==> src/rtl/capping_station_ctrl.sv <==
// Capping station sequencer: conveyor control, bottle alignment, cap strobe and bottle count.
// Optional macro REJECT_UNFILLED_EN: CHECK diverts unfilled bottles to RELEASE and counts them.
module capping_station_ctrl #(
    parameter int ALIGN_CYC = 4,
    parameter int CAP_HOLD  = 8,
    parameter int TIMEOUT   = 200
) (
    input  logic       CLKplaca,
    input  logic       reset,
    input  logic       run,
    input  logic       sensor_garrafa,
    input  logic       TemR,
    input  logic       nivel_ok,
    input  logic       clr_falha,
    output logic       motor_esteira,
    output logic       tampar,
    output logic       sem_rolha,
    output logic       falha,
    output logic [7:0] garrafas,
    output logic [2:0] estado
`ifdef REJECT_UNFILLED_EN
    ,
    output logic [7:0] rejeitadas
`endif
);

    typedef enum logic [2:0] {
        S_IDLE    = 3'd0,
        S_MOVE    = 3'd1,
        S_CHECK   = 3'd2,
        S_CAP     = 3'd3,
        S_HOLD    = 3'd4,
        S_RELEASE = 3'd5,
        S_NO_CORK = 3'd6,
        S_FAULT   = 3'd7
    } state_t;

    localparam logic [3:0] ALIGN_N   = 4'(ALIGN_CYC);
    localparam logic [7:0] HOLD_N    = 8'(CAP_HOLD);
    localparam logic [7:0] TIMEOUT_N = 8'(TIMEOUT);

    state_t     state_q, state_d;
    logic [7:0] timer_q, timer_d, timer_inc;
    logic [3:0] align_q, align_d, align_inc;
    logic       tampar_q, sem_rolha_q;
    logic [7:0] garrafas_q, garrafas_d;

`ifdef REJECT_UNFILLED_EN
    logic [7:0] rejeitadas_q, rejeitadas_d;
`else
    logic unused_nivel_ok;
    assign unused_nivel_ok = nivel_ok;
`endif

    always_comb begin
        state_d   = state_q;
        timer_inc = timer_q + 8'd1;
        align_inc = align_q + 4'd1;
        timer_d   = timer_q;
        align_d   = align_q;
        case (state_q)
            S_IDLE: if (run) state_d = S_MOVE;
            S_MOVE: begin
                timer_d = timer_inc;
                align_d = sensor_garrafa ? align_inc : 4'd0;
                if (sensor_garrafa && (align_inc == ALIGN_N)) state_d = S_CHECK;
                else if (timer_inc == TIMEOUT_N)              state_d = S_FAULT;
                else if (!run)                                state_d = S_IDLE;
            end
            S_CHECK: begin
`ifdef REJECT_UNFILLED_EN
                if (!nivel_ok)  state_d = S_RELEASE;
                else if (TemR)  state_d = S_CAP;
                else            state_d = S_NO_CORK;
`else
                state_d = TemR ? S_CAP : S_NO_CORK;
`endif
            end
            S_NO_CORK: if (TemR) state_d = S_CAP;
            S_CAP:     state_d = S_HOLD;
            S_HOLD: begin
                timer_d = timer_inc;
                if (timer_inc == HOLD_N) state_d = S_RELEASE;
            end
            S_RELEASE: begin
                timer_d = timer_inc;
                if (!sensor_garrafa)           state_d = run ? S_MOVE : S_IDLE;
                else if (timer_inc == TIMEOUT_N) state_d = S_FAULT;
            end
            S_FAULT:   if (clr_falha) state_d = S_IDLE;
            default:   state_d = S_IDLE;
        endcase
        // Every state starts with a fresh timer and alignment count.
        if (state_d != state_q) begin
            timer_d = 8'd0;
            align_d = 4'd0;
        end
        garrafas_d = garrafas_q + {7'd0, (state_q == S_CAP)};
`ifdef REJECT_UNFILLED_EN
        rejeitadas_d = rejeitadas_q
                     + {7'd0, (state_q == S_CHECK) && (state_d == S_RELEASE)};
`endif
    end

    always_ff @(posedge CLKplaca or posedge reset) begin
        if (reset) begin
            state_q     <= S_IDLE;
            timer_q     <= 8'd0;
            align_q     <= 4'd0;
            tampar_q    <= 1'b0;
            sem_rolha_q <= 1'b0;
            garrafas_q  <= 8'd0;
        end else begin
            state_q     <= state_d;
            timer_q     <= timer_d;
            align_q     <= align_d;
            tampar_q    <= (state_d == S_CAP);
            sem_rolha_q <= (state_d == S_NO_CORK);
            garrafas_q  <= garrafas_d;
        end
    end

`ifdef REJECT_UNFILLED_EN
    always_ff @(posedge CLKplaca or posedge reset) begin
        if (reset) rejeitadas_q <= 8'd0;
        else       rejeitadas_q <= rejeitadas_d;
    end
    assign rejeitadas = rejeitadas_q;
`endif

    assign motor_esteira = (state_q == S_MOVE) || (state_q == S_RELEASE);
    assign falha         = (state_q == S_FAULT);
    assign tampar        = tampar_q;
    assign sem_rolha     = sem_rolha_q;
    assign garrafas      = garrafas_q;
    assign estado        = state_q;

endmodule

==> config.mk <==
export PLATFORM = sky130hd
export DESIGN_NAME = capping_station_ctrl
export DESIGN_NICKNAME = d
export VERILOG_FILES = /design/src/rtl/capping_station_ctrl.sv
export SDC_FILE = /design/constraint.sdc
export NUM_CORES = 1
export LEC_CHECK = 0
export ABC_AREA = 1
export ABC_CLOCK_PERIOD_IN_PS = 2800
export CAP_MARGIN = 25
export CORE_MARGIN = 3
export CORE_UTILIZATION = 48
export CTS_CLUSTER_DIAMETER = 100
export CTS_CLUSTER_SIZE = 30
export DETAILED_ROUTE_END_ITERATION = 8
export PLACE_DENSITY = 0.77
export SLEW_MARGIN = 20
export SYNTH_ARGS = -nofsm -noshare
export SYNTH_HDL_FRONTEND = slang
export SYNTH_SLANG_ARGS = --single-unit
export TNS_END_PERCENT = 100
==> constraint.sdc <==
create_clock -name CLKplaca -period 2.8 [get_ports CLKplaca]
set_clock_uncertainty 0.1 [all_clocks]
set_input_delay 0.84 -clock CLKplaca [delete_from_list [all_inputs] [get_ports CLKplaca]]
set_output_delay 0.84 -clock CLKplaca [all_outputs]
set_load 0.01 [all_outputs]
# Yosys cells after proc, flatten, opt, wreduce, memory -nomap -nowiden
# Index checks and enable logic that the tools add are counted.
# word_totals
regBits,25
word_cells,45
out_inout_bits,15
input_bits,7
# op_classes
reduce_logical,6
mux,17
n_addsub,3
eq_ne,13
# ops
operator,count
2-to-1 mux 3 bit,10
case mux 3 bit (8 select lines),1
2-to-1 mux 8 bit,2
equality test 3 bit (second input constant),5
2-to-1 mux 4 bit,3
equality test 3 x 2 -> 1 bit (second input constant),3
adder 8 x 1 -> 8 bit,1
adder 8 x 1 -> 8 bit (second input constant),1
equality test 8 x 4 -> 1 bit (second input constant),1
equality test 8 bit (second input constant),1
adder 4 x 1 -> 4 bit (second input constant),1
equality test 4 x 3 -> 1 bit (second input constant),1
nonzero test 2 bit,2
equality test 3 x 1 -> 1 bit (second input constant),1
zero test 3 bit,1
inequality test 3 bit,1
OR reduction 3 bit,1
logical AND 1 bit,1
logical OR 1 bit,1
2-to-1 mux 1 bit,1

# Logic depth before layout (Yosys ltp)
# logic_depth
ltp_word,7
ltp_mapped,17

# Least setup slack after synthesis
# Ideal clock, no wire load.
# synth_path
path_kind,input -> register
startpoint,input sensor_garrafa
endpoint,register timer_q[4]
path_slack_ps,698
arrival_time_ps,1874
required_time_ps,2572
stages,16
cell_sequence,inv_1 > a21oi_1 > nand2_1 > inv_1 > nand2_1 > o21ai_0 > inv_1 > nand2_1 > nand2_1 > nand3_1 > nand2_1 > nand2_1 > inv_1 > nand2_2 > buf_6 > nor2_4
# synth_via
elab_chain_len,5
# synth_lines
item,line_no,rtl
start: declaration,11,"input logic sensor_garrafa,"
logical AND 1 bit,66,if (sensor_garrafa && (align_inc == ALIGN_N)) state_d = S_CHECK;
2-to-1 mux 3 bit,66,
case mux 3 bit (8 select lines) (*),61,case (state_q)
named net state_d[1],42,"state_t state_q, state_d;"
inequality test 3 bit (*),94,if (state_d != state_q) begin
2-to-1 mux 8 bit / nonzero test 2 bit (equally long branches),n/a,
end signal: assignment,115,timer_q <= timer_d;
end: declaration,43,"logic [7:0] timer_q, timer_d, timer_inc;"
# Mark *: on every way through the listed nets, which the timed path passes. The rest lies on a longest branch.
# A chain may end at the register's enable or synchronous reset.

# Worst setup path after layout
# layout_path
startpoint,"register state_q[0], in the netlist estado[0]"
endpoint,output motor_esteira
# layout_via
elab_chain_len,2
# layout_lines
item,line_no,rtl
start: declaration,42,
start signal: assignment,114,state_q <= state_d;
equality test 3 x 1 -> 1 bit / equality test 3 bit (equally long branches),131,assign motor_esteira = (state_q == S_MOVE) || (state_q == S_RELEASE);
logical OR 1 bit (*),131,
end: declaration,15,"output logic motor_esteira,"
# Mark *: on every way between the ends. The rest lies on a longest branch, timed or not.

==> results.toml <==
[status]
status = "finished, final reports clean"

[critical_path]
endpoint_kind = "output pin"
arrival_ns = 1.69
crit-reg2reg-launch = "timer_q[0]"
worst-path-buf-inv = 2
cp_cell_sequence = "inv_1, nor2_4, clkdlybuf4s50_1"
crit_type = "register to output pin"
rr_endpoint = "align_q[1]"
rrSetupSlack_ns = 0.56
worst_r2r_path_depth = 16
cpPeakStageDelay_ns = 0.57
critPathMaxFanout = 7
startpoint_type = "register"
cp.required_ns = 1.86
crit_slowest_cell = "clkdlybuf4s50_1"
cp_top_family = "buffers and inverters"

[timing]
achievable-frequency_mhz = 381
rsz0062_at_grt = "false"
tightest_slew_ns = 0.729
maxSlewHeadroom = 0.512
setup_viol = 0
fin_setup_tns_ns = 0
fin_crit_sh = 0.939
hold_viol = 0
layout_min_cycle_time_ns = 2.63
drv_slew = 0

[min_path]
holdPathStages = 1
hp-start = "garrafas[7]"
hold_end = "garrafas[7]"
hp-class = "register to register"

[power_and_ir_drop]
p_leak_nw = 0.874
power_density_nw_per_um2 = 727
ir_drop_mv = 0.589

[global_route]
grtUsageMet2 = 0.314
grt_pass1_vias = 1237
grt_pass1_wl_um = 5260
grt_use_met3 = 0.0310
grt_use_met1 = 0.245
grt_max_degree = 26
top_usage_layer = "met2"
antenna_found_initial = 0
grt_usage = 0.186
grt-ovfl-total = 0

[routing]
first_pass_iters = 4
wirelength_um = 3020
num_vias = 1277
wl_per_cell_um = 12.2
dr.first_iter.drc_count = 42
drcViolationCount = 0
vias_per_cell = 5.17
postRouteAntennaNets = 0

[clock_network]
clkTransAtPathRegs_ns = 0.15
cts_tree = "built"
postCtsSetupBuffers = 0
clockBufferDepth = 2
clkLatencyLatePin_ns = 0.33
hold_buffers = 0
cts_sinks = 25
cts_root_buffer = "clkbuf_4"
cts_resized = 0
cts_buffers = 3
htree_levels = 1

[die]
die_y_um = 61.8
die_area_um2 = 3810
num_rows = 19
ios = 22
initial_core_util = 0.523
die_x_um = 61.8
core_um2 = 2850

[synth]
ys_types = 24
syn-instance-count = 190
ys_warn_count = 0
syn_area_per_cell_um2 = 7.86
synth_area_um2 = 1490
synth_top_area_share = 0.419
syn_nets = 201
ys_ff_latch = 25
synth-seq-area-share = 0.419
yosysTopAreaCell = "dfrtp_1"
synth.top_cells.by_area = "dfrtp_1 (42%), nand2_1 (12%), xor2_1 (6.5%)"

[cells_and_area]
final_cell_count_no_fill = 247
regArea_um2 = 626
nets = 228
drive_above_1_share = 0.134
fillers = 252
utilization = 0.628
multiInputGateArea_um2 = 762
syn2layout_area_growth_pct = 19.9
diodes = 0
final_area_um2 = 1790

[placed_design]
hpwl_um = 2380
io_buffers = 20
gp_congestion = 0.905
place_inst = 243
placed_area_um2 = 1760

[run]
drv_cap = 0
==> layer usage <==
layer,wire length (um),part of all wire
met2,1590,0.53
met5,0,0
met4,30,0.0099
met1,1330,0.44
met3,67,0.022
==> stage by stage <==
step / hold WS, ns / power, mW / setup slack, ns
after global routing: 0.421 / 1.40 / 0.0866
after global placement: 0.359 / 1.10 / 0.114
after detailed placement: 0.368 / 1.13 / 0.0662
final: 0.389 / 1.30 / 0.172
after floorplan: 0.407 / 0.921 / 0.698
after CTS: 0.392 / 1.31 / 0.171
==> layout make-up <==
class	instances	area share
Multi-Input combinational cell	139	0.426
Sequential cell	25	0.349
Inverter	24	0.0503
Tap cell	31	0.0217
Clock buffer	3	0.0126
Timing Repair Buffer	24	0.136
Clock inverter	1	0.00489
==> kinds of logic (layout without fill, tap and decap cells) <==
logic type      after synthesis  count (layout)  synth area share
simple gates                104             104             0.327
mux                           1               1           0.00671
xor+xnor                     13              13            0.0763
flops                        25              25             0.419
buf+inv                      26              52            0.0704
compound gates               17              17            0.0671
fa+ha+maj                     4               4            0.0335
==> report_power, final <==
part           internal, mW  total (mW)  switching [mW]
logic                 0.259       0.649           0.390
clock network        0.0582       0.174           0.116
registers             0.415       0.478          0.0633
total                 0.732        1.30           0.569
==> worst max-delay path by stage <==
| stage | from | to | slack, ns | cells after the start |
|---|---|---|---|---|
| after floorplan | sensor_garrafa | timer_q[4] | 0.70 | 16 |
| after global placement | sensor_garrafa | align_q[0] | 0.11 | 17 |
| after detailed placement | sensor_garrafa | align_q[0] | 0.07 | 17 |
| final | estado[0] | motor_esteira | 0.17 | 3 |
| after CTS | estado[0] | motor_esteira | 0.17 | 3 |
| after global routing | estado[0] | motor_esteira | 0.09 | 3 |
==> placed cells by master (no fill, tap or decap), drive strengths merged <==
master,Yosys,routed
nand4,1,1
nor2,32,32
nand2,50,50
buf,1,4
clkdlybuf4s50,0,20
dfrtp,25,25
xnor2,2,2
a22o,1,1
ha,4,4
nand3b,1,1
mux2i,1,1
o21bai,1,1
clkbuf,1,3
nand3,13,13
a21oi,4,4
inv,24,25
nor4,1,1
o21ai,9,9
o21a,2,2
nor3,6,6
xor2,11,11
==> registers in the layout (all words and copies together), names as in the netlist <==
signal and count:
estado 3, timer_q 8, tampar 1, sem_rolha 1, align_q 4, garrafas 8
==> synth_stat cells, drive strengths merged <==
| master | number |
|---|---|
| nand2 | 50 |
| nor2 | 32 |
| dfrtp | 25 |
| inv | 24 |
| nand3 | 13 |
| xor2 | 11 |
| o21ai | 9 |
| nor3 | 6 |
| a21oi | 4 |
| ha | 4 |
| o21a | 2 |
| xnor2 | 2 |
| a22o | 1 |
| buf | 1 |
| clkbuf | 1 |
| mux2i | 1 |
| nand3b | 1 |
| nand4 | 1 |
| nor4 | 1 |
| o21bai | 1 |
==> worst register-to-register path: cells and delay by family, from the launching register on <==
kind	cells	cell delay [ns]
fa+ha+maj	1	0.25
buf+inv	2	0.21
flops	1	0.44
simple gates	13	1.17
No activity file was read; power rests on OpenSTA's default activity.
